--- src/rtl/bin2bcd_seq.sv ---
`default_nettype none
// ============================================================================
// Module      : bin2bcd_seq
// Description : Sequential binary-to-BCD converter (shift-and-add-3, one bit
//               per clock) with start/busy/done handshake and overflow flag.
// Revision    : 1.0 - initial release
// ============================================================================
module bin2bcd_seq #(
    parameter int W      = 8,
    parameter int DIGITS = 3
) (
    input  logic                clk,
    input  logic                reset,
    input  logic                start,
    input  logic [W-1:0]        bin,
    output logic                busy,
    output logic                done,
    output logic [4*DIGITS-1:0] bcd,
    output logic                overflow
);
    localparam int c_BCD_W = 4 * DIGITS;
    localparam int c_CNT_W = $clog2(W + 1);

    typedef enum logic [0:0] {
        S_IDLE = 1'b0,
        S_CONV = 1'b1
    } state_t;

    state_t               r_state;
    state_t               w_next;
    logic [W-1:0]         r_shift;
    logic [c_BCD_W-1:0]   r_work;
    logic [c_BCD_W-1:0]   r_bcd;
    logic [c_BCD_W-1:0]   w_adj;
    logic [c_BCD_W-1:0]   w_work_next;
    logic [c_CNT_W-1:0]   r_count;
    logic                 r_ovf_acc;
    logic                 r_done;
    logic                 r_overflow;
    logic                 w_bit_out;
    logic                 w_last;

    // Digits >= 5 get +3 so the following left shift carries into the next digit.
    generate
        for (genvar i = 0; i < DIGITS; i++) begin : g_digit
            assign w_adj[4*i +: 4] = (r_work[4*i +: 4] >= 4'd5) ?
                                     (r_work[4*i +: 4] + 4'd3) : r_work[4*i +: 4];
        end
    endgenerate

    assign w_work_next = {w_adj[c_BCD_W-2:0], r_shift[W-1]};
    assign w_bit_out   = w_adj[c_BCD_W-1];
    assign w_last      = (r_state == S_CONV) && (r_count == c_CNT_W'(1));

    always_ff @(posedge clk or posedge reset) begin
        if (reset) begin
            r_state <= S_IDLE;
        end else begin
            r_state <= w_next;
        end
    end

    always_comb begin
        w_next = r_state;
        case (r_state)
            S_IDLE:  if (start) w_next = S_CONV;
            S_CONV:  if (w_last) w_next = S_IDLE;
            default: w_next = S_IDLE;
        endcase
    end

    always_ff @(posedge clk or posedge reset) begin
        if (reset) begin
            r_shift    <= '0;
            r_work     <= '0;
            r_count    <= '0;
            r_ovf_acc  <= 1'b0;
            r_bcd      <= '0;
            r_overflow <= 1'b0;
            r_done     <= 1'b0;
        end else begin
            r_done <= 1'b0;
            case (r_state)
                S_IDLE: begin
                    if (start) begin
                        r_shift   <= bin;
                        r_work    <= '0;
                        r_ovf_acc <= 1'b0;
                        r_count   <= c_CNT_W'(W);
                    end
                end
                S_CONV: begin
                    r_work    <= w_work_next;
                    r_shift   <= r_shift << 1;
                    r_ovf_acc <= r_ovf_acc | w_bit_out;
                    r_count   <= r_count - c_CNT_W'(1);
                    // Results are only published on the final shift so they hold
                    // their previous value throughout a conversion.
                    if (w_last) begin
                        r_bcd      <= w_work_next;
                        r_overflow <= r_ovf_acc | w_bit_out;
                        r_done     <= 1'b1;
                    end
                end
                default: ;
            endcase
        end
    end

    assign busy     = (r_state == S_CONV);
    assign done     = r_done;
    assign bcd      = r_bcd;
    assign overflow = r_overflow;

endmodule
`default_nettype wire

--- config.mk ---
export PLATFORM = sky130hd
export DESIGN_NAME = bin2bcd_seq
export DESIGN_NICKNAME = d
export VERILOG_FILES = /design/src/rtl/bin2bcd_seq.sv
export SDC_FILE = /design/constraint.sdc
export NUM_CORES = 1
export LEC_CHECK = 0
export CAP_MARGIN = 20
export CELL_PAD_IN_SITES_DETAIL_PLACEMENT = 1
export CELL_PAD_IN_SITES_GLOBAL_PLACEMENT = 2
export CORE_ASPECT_RATIO = 0.8
export CORE_MARGIN = 1
export CORE_UTILIZATION = 37
export DETAILED_ROUTE_END_ITERATION = 8
export PLACE_DENSITY_LB_ADDON = 0.1
export SYNTH_ARGS = -nofsm -noshare
export SYNTH_HDL_FRONTEND = slang
export SYNTH_SLANG_ARGS = --single-unit
export TNS_END_PERCENT = 5
--- constraint.sdc ---
create_clock -name clk -period 2.9 [get_ports clk]
set_input_delay 0.725 -clock clk [delete_from_list [all_inputs] [get_ports clk]]
set_output_delay 0.725 -clock clk [all_outputs]
set_load 0.1 [all_outputs]
Word-level counts from Yosys, hierarchy flattened

Cells that the tools add are included.

Register bits after elaboration: 40
Bits of input ports: 11
Output and inout port bits: 15

Add/subtract/negate cells: 4
Magnitude comparators: 3
Equal/unequal tests: 2
Mux-type cells: 16
Bitwise gates (word level): 2
Reduce and logical (&&, ||, !) cells: 2

Operator list:

| operator                                                           | number |
|---|---|
| case mux 12 bit (2 select lines)                                   | 1 |
| two-way mux 4 bit                                                  | 4 |
| case mux 8 bit (2 select lines)                                    | 1 |
| adder 4 x 2 -> 4 bit (second input constant)                       | 3 |
| greater-or-equal comparator 4 x 3 -> 1 bit (second input constant) | 3 |
| two-way mux 12 bit                                                 | 1 |
| two-way mux 8 bit                                                  | 1 |
| case mux 4 bit (2 select lines)                                    | 1 |
| two-way mux 1 bit                                                  | 5 |
| equality test 4 x 1 -> 1 bit (second input constant)               | 1 |
| case mux 1 bit (2 select lines)                                    | 2 |
| subtractor 4 x 1 -> 4 bit (second input constant)                  | 1 |
| inequality test 2 bit (second input constant)                      | 1 |
| AND reduction 2 bit                                                | 1 |
| logical AND 1 bit                                                  | 1 |
| inverter 1 bit                                                     | 1 |
| OR 1 bit                                                           | 1 |

Depth between registers and ports, before layout

Gate-level depths: netlist of the first run.

Word-level depth: 4
Gate-level depth with buffers: 7
Depth with buffers taken out: 6

Worst setup path before layout of the first run

Ideal clock, no wire load.

Path type: reg2reg
From: register r_state (netlist: busy)
To: register r_bcd[11] (netlist: bcd[11])
Setup time: 125 ps
Arrival time: 1,668 ps
Required time: 2,775 ps
Path slack: 1,107 ps
Cell stages (with the launch flop): 6
Buffers on the path: 2
Cell sequence: dfrtp_1 -> nand3_1 -> buf_2 -> buf_2 -> nand2_1 -> o21ai_1

Word-level cells in the longest chain between the ends: 2

Ends and longest elaborated chain:

| what                            | line | text |
|---|---|---|
| start, declared                 | 29   | `state_t r_state;` |
| start signal, assigned          | 59   | `r_state <= w_next;` |
| logical AND 1 bit               | 53   | `assign w_last = (r_state == S_CONV) && (r_count == c_CNT_W'(1));` |
| AND reduction 2 bit (no line) * | n/a  |  |
| end signal, assigned            | 100  | `r_bcd <= w_work_next;` |
| end, declared                   | 33   | `logic [c_BCD_W-1:0] r_bcd;` |

Every way passes the cells marked *; elsewhere a longest branch is shown, timed or not.
A chain may end at the register's enable or synchronous reset.

Worst setup path in the final report of the first run

From: register r_state (netlist: busy)
To: output port busy

RTL lines:

| what          | line | text |
|---|---|---|
| end, declared | 16   | `output logic busy,` |

No word-level cell between the ends.

==> results.txt, run 1 <==
- Setup violations remaining at the end of the flow were counted as 0.
* Count of antenna diodes in the layout: 0
- DRC: 0
- Netlist area before placement: 1900 sq um
* Slew of the pin with the lowest slew margin: 761 ps
- The flow ran to the end, and the final reports show no timing, DRC or antenna violations.
* FP Rows: 22
- In this run, CTS created clock tree buffers numbering 5.
* Number of warnings issued by yosys: 0
- The worst path in the final design needs a cycle of 2130 ps, including I/O delays and setup.
- For this run, the total global-route usage over all layers was measured as 0.176.
- Summing all placed instances gives a cell area of 2200 sq um.
- Die outline area: 5430 sq um
* Clock Root Buffer: clkbuf_8
- Summed over all failing endpoints, the final setup total negative slack is 0 ps.
- In the final routed layout, each cell accounts on average for 15.1 microns.
- The worst hold path passes through 2 cells.
* Critical register-to-register path startpoint: busy$_DFF_PP0_
* GP Congestion: 0.803
* Most frequent cells in the layout: dfrtp_1 (40), nand2_1 (31), o21ai_1 (20)
- List of cells traversed by the critical path: buf_12
- STA classifies the critical path startpoint as a register.
- For this configuration, the core starts out at a cell density of 0.399.
- Critical Path Slowest Stage Cell: dfrtp_1
* Clock slew at reported path FFs: 80 ps
- 26 I/O pins were placed.
- Entering global routing, the biggest net connects 41 pins.
- The count of nets left with antenna violations once routing finished came out at 0.
- # hold bufs at CTS: 0
- Summed over all instances, the cell type with the most area after synthesis is dfrtp_1.
- Share of Yosys cell area claimed by the top area cell type: 0.527
- Source of the critical timing path: busy$_DFF_PP0_
- Area delta synth->final: 20.6%
* Endpoint arrival time on the critical path: 1400 ps
- Syn_nets: 203
* Vias in the first global route: 1435
* Number of nets in the layout: 232
- Sinks on the clock net: 40
- Overall via count from detail_route: 1380
- The average instance in the mapped netlist occupies 10.3 sq um.
- Counting the fill cells in the layout gives 524.
- Number of antenna violations at the first check in global routing: 0
- Measured against its own limit, the worst slew margin works out to 0.493.
- Clock skew after layout: 7.42 ps
- The endpoint identified for the worst register-to-register timing path is bcd[10]$_DFFE_PP0P_.
* Final hold violations: 0
- Post-CTS timing repair inserted 0 buffers for setup.
* Floorplan Core Area: 4760 sq um
* Tightest Hold Check Type: reg -> reg
- Clock insertion delay at the later pin of the skew report: 290 ps
- CTS HTree Levels: 2
* Detailed Route Iter0 Violations: 42
- Leaving out fill and tap cells, the most frequent cell in the layout is dfrtp_1.
- Sum of overflow across all layers after global routing: 0
* First-pass DRT Iterations: 4
* Yosys reg bits: 40
- Cells after synthesis: 184
* Maximum frequency from static timing analysis: 0.470 GHz
- The wire-length estimate of the detail-placed layout is 2970 microns.
- Number of buffer cells added on primary ports: 25
* Share of final-layout standard cells stronger than drive strength 1: 0.160
- The startpoint identified for the worst hold timing path is bcd[3]$_DFFE_PP0P_.
- On the worst path, the slowest cell contributes a delay of 840 ps.
* Sequential-to-total area share from yosys stat: 0.527
- Overall routed net length: 4120 microns
- Buffer depth of the longest clock path: 2
- The tool flagged a number of max-cap violations equal to 0.
- The count of final max-slew check failures was 0.
- The worst register-to-register path has a depth of 4.
* Final cycle utilization of the critical path: 0.733
* Die Wd: 82.1 microns
- Count of cells resized by post-cts repair: 0
- Setup repair after global routing missed its margin: no
* Maximum fanout count along the critical path: 16
- Sum of buffers and inverters on the critical path: 1
* Area of all placed cells without fillers: 2290 sq um
* Wire length of the first global-routing pass: 7020 microns
- Kind of end point of the critical path: output port
* Clock tree from TritonCTS: yes
- After synthesis, the cell types taking the most area are dfrtp_1 (53%), mux2i_1 (9.0%), nand2_1 (6.1%).
- For hold timing, the worst endpoint is bcd[3]$_DFFE_PP0P_.
* Dominant delay contributor by cell family on the critical path: flip-flops
- After detailed routing, the number of vias per cell comes to 5.05.
- The die is 66.1 microns tall.
- The setup check on the worst reg-to-reg path leaves a slack of 990 ps.
* Critical setup path kind: reg -> out
* Synth unique cells: 27
- Critical path data required time: 2170 ps
-- Yosys cell counts, drive strengths merged --
library cell,number
nor3,1
mux2i,17
nor2b,1
a21oi,12
o21ai,22
a31oi,1
dfrtp,40
a21o,1
or3,1
nor2,5
inv,12
nand2,31
xnor2,3
a22o,1
nand3,2
o22a,1
o31ai,2
nor3b,7
ha,8
buf,7
nand2b,4
mux2,5
-- state kept, by name, indices dropped and copies added, names as in the netlist --
name and flops:
bcd 12, r_shift 8, done 1, r_ovf_acc 1
r_count 4, busy 1, overflow 1, r_work 12
-- logic make-up after synthesis --
logic type / synth area share
mux: 0.121
flops: 0.527
compound gates: 0.116
xor+xnor: 0.0138
fa+ha+maj: 0.0527
buf+inv: 0.0421
simple gates: 0.128
-- cell type report --
cell class                 instances  area, sq um  area share
tap                               60         75.1      0.0328
multi-input combinational        125          820       0.358
sequential                        40         1000       0.437
clock buffer                       7         96.3      0.0420
timing repair buffer              29          255       0.111
inverter                          12         45.0      0.0197
-- stage by stage --
stage                     hold slack (ps)  setup WS [ps]   util  cells
after floorplan                       455           1110      -    184
after global placement                465            924  0.461    266
after detailed placement              482            815  0.461    266
after CTS                             501            750  0.481    273
after global routing                  531            700  0.481    273
final                                 494            774  0.481    273
-- metal layers --
layer,part of all wire,track usage,up-vias,wire [microns]
li1,-,-,677,-
met1,0.49,0.240,683,2020
met2,0.48,0.279,18,1960
met3,0.029,0.0455,2,120
met4,0.0061,0.0395,0,25
met5,0,0,-,0
-- worst max-delay path by stage --
stage          cells after the start                    end
5_1_grt                            1                   busy
3_5_place_dp                       5  r_ovf_acc$_DFFE_PP0P_
4_1_cts                            1                   busy
2_1_floorplan                      5    bcd[11]$_DFFE_PP0P_
3_3_place_gp                       5  r_ovf_acc$_DFFE_PP0P_
6_report                           1                   busy
Power of run 1 is not shown: default switching activity piles up to over one toggle a cycle in this logic, so the estimate is an artifact.
==> inputs of run 2 (changes only) <==
--- a/config.mk
+++ b/config.mk
@@ -10,7 +10,7 @@
 export CELL_PAD_IN_SITES_GLOBAL_PLACEMENT = 2
 export CORE_ASPECT_RATIO = 0.8
 export CORE_MARGIN = 1
-export CORE_UTILIZATION = 37
+export CORE_UTILIZATION = 31
 export DETAILED_ROUTE_END_ITERATION = 8
 export PLACE_DENSITY_LB_ADDON = 0.1
 export SYNTH_ARGS = -nofsm -noshare
==> constraint.sdc (replaced) <==
create_clock -name clk -period 1.7 [get_ports clk]
set_input_delay 0.425 -clock clk [delete_from_list [all_inputs] [get_ports clk]]
set_output_delay 0.425 -clock clk [all_outputs]
set_load 0.1 [all_outputs]
==> run 2 against run 1 <==
First-iteration DRC count rose by 83%. Via count rose by 1.3%. Clock skew fell by 2.4 ps. Global-route usage fell by 2.9 points. Largest cell class unchanged. Highest routed layer unchanged.
==> results.txt, run 2 (synthesis results as in run 1) <==
* Status: complete, no violations
- Clock skew after layout: 4.98 ps (-2.44 ps)
* Critical path data required time: 1920 ps (-250 ps)
- FP Rows: 25 (+14%)
* CTS buffer count: 5 (unchanged)
* Finish-stage setup viols: 0 (unchanged)
- The count of H-tree levels built during CTS was 2 (unchanged).
* Die Wd: 89.5 microns (+9.0%)
- The number of buffers on the longest clock path was 2 (unchanged).
* Overall routed net length: 4200 microns (+2.0%)
* Clock slew at reported path FFs: 80 ps (about the same)
- Average wire length per cell after detail routing: 14.1 microns (-6.9%)
- Leaving out fill and tap cells, the most frequent cells in the layout are dfrtp_1 (39), nand2_1 (31), o21ai_1 (20).
- Number of antenna violations at the first check in global routing: 0 (unchanged)
- Kind of end point of the critical path: register
- Overall via count from detail_route: 1398 (+1.3%)
- Maximum fanout count along the critical path: 4 (-12)
- Tightest Hold Check Type: in -> async
- The fill cell total of the finished layout came to 639 (+22%).
- Max Cap Viol: 0 (unchanged)
* Max-slew headroom: 0.735 (+0.242)
* Maximum number of pins on one net before global-route repair: 41 (unchanged)
- The number of search-and-repair iterations in the first detailed-routing pass came to 4 (unchanged).
- Relative to the synthesized area, the layout overhead comes to 35.6%.
* Final cycle utilization of the critical path: 0.934
- The number of instances resized during post-cts repair came to 0 (unchanged).
- Post-route ant nets: 0 (unchanged)
- Endpoint arrival time on the critical path: 1810 ps (+410 ps)
- Derived from the worst setup path, the maximum achievable clock frequency is 0.630 GHz.
* Number of buffer cells added on primary ports: 25 (unchanged)
- The cell sitting at the root of the clock tree is a clkbuf_8.
- The starting density of the core is 0.321 (-0.0776).
- The worst setup path is launched from a register.
- Most frequent standard cell in the layout excluding fill and tap cells: dfrtp_1
- Clock period minus worst slack: 1590 ps
* Final Max Tran Viols: 0 (unchanged)
- Count of antenna diodes in the layout: 0 (unchanged)
- The clock latency on the worst-skew pair came to 300 ps (about the same).
* Slew of the pin with the lowest slew margin: 396 ps (-364 ps)
- Total Negative Setup Slacks: 0 ps (unchanged)
- The aggregate global routing overflow was 0 (unchanged).
- Buffers inserted during post-CTS setup optimization: 0 (unchanged)
- Via/cell ratio: 4.68 (-7.5%)
- Floorplan Core Area: 5910 sq um (+24%)
- Vias in the first global route: 1456 (+1.5%)
- The die area came to 6450 sq um (+19%).
* Setup repair after global routing missed its margin: no
- Vertical die dimension: 72.0 microns (+9.0%)
- Critical setup path kind: reg -> reg
* Wire length of the first global-routing pass: 7120 microns (+1.4%)
- Share of final-layout standard cells stronger than drive strength 1: 0.202 (+0.0422)
- The overall routing resource usage was 0.147 (-0.0293).
* Clock tree from TritonCTS: yes
- The sink count of the clock tree is 40 (unchanged).
* Detailed Place HPWL: 3060 microns (+3.1%)
* # hold bufs at CTS: 0 (unchanged)
- DRC: 0 (unchanged)
- The net count reported at finish is 236 (+1.7%).
* GP Congestion: 0.701 (-13%)
- The hold violation total from the final report came to 0 (unchanged).
- Detailed Route Iter0 Violations: 77 (+83%)
- The number of top-level design ports came to 26 (unchanged).
==> run 2: cell types whose count changed in the layout (fill, tap and decap cells not counted) <==
cell	delta
a21oi_1	-2
a21oi_2	+2
buf_12	+15
buf_4	-11
bufinv_16	+1
dfrtp_1	-1
dfrtp_2	+1
ha_1	-1
ha_2	+1
inv_1	-1
inv_2	+1
==> run 2: worst max-delay path: stages, from the launching register on <==
cell	delay, ps
dfrtp_1	420
inv_1	110
ha_1	200
nand2b_1	90
a21oi_2	190
mux2_2	370
mux2i_1	140
==> run 2: path summary, 6_finish.rpt <==
kind,start,to,slack [ps],cells past startpoint
max in group asynchronous,reset,busy$_DFF_PP0_,1000,3
min in group clk,r_shift[2]$_DFFE_PP0P_,r_shift[3]$_DFFE_PP0P_,500,2
worst max-delay path,r_work[4]$_DFFE_PP0P_,r_work[6]$_DFFE_PP0P_,110,6
worst min register to register,r_shift[2]$_DFFE_PP0P_,r_shift[3]$_DFFE_PP0P_,500,2
worst max register to register,r_work[4]$_DFFE_PP0P_,r_work[6]$_DFFE_PP0P_,110,6
worst min-delay path,reset,r_work[1]$_DFFE_PP0P_,480,3
==> run 2: through the flow <==
step,instance area (sq um),hold WS [ps],setup slack [ps],util,instances
floorplan,1900,455,216,-,184
global placement,2440,471,128,0.413,291
detailed placement,2440,490,56.1,0.413,291
CTS,2570,486,40.7,0.434,299
global route,2580,510,9.30,0.436,299
finish,2580,479,112,0.436,299
==> run 2: area by class of cell <==
| class | instances | area [sq um] | share of cell area |
|---|---|---|---|
| clock buffer | 7 | 96.3 | 0.0374 |
| clock inverter | 1 | 30.0 | 0.0117 |
| inverter | 12 | 45.0 | 0.0175 |
| multi-input combinational | 125 | 830 | 0.322 |
| sequential | 40 | 1000 | 0.389 |
| tap | 81 | 101 | 0.0393 |
| timing repair buffer | 33 | 473 | 0.183 |
==> run 2: layer usage <==
layer  global-route usage  part of all wire
met1                0.192              0.48
met2                0.236              0.48
met4               0.0582             0.013
met5                    0                 0
met3               0.0341             0.033
Power of run 2 is left out for the same reason.
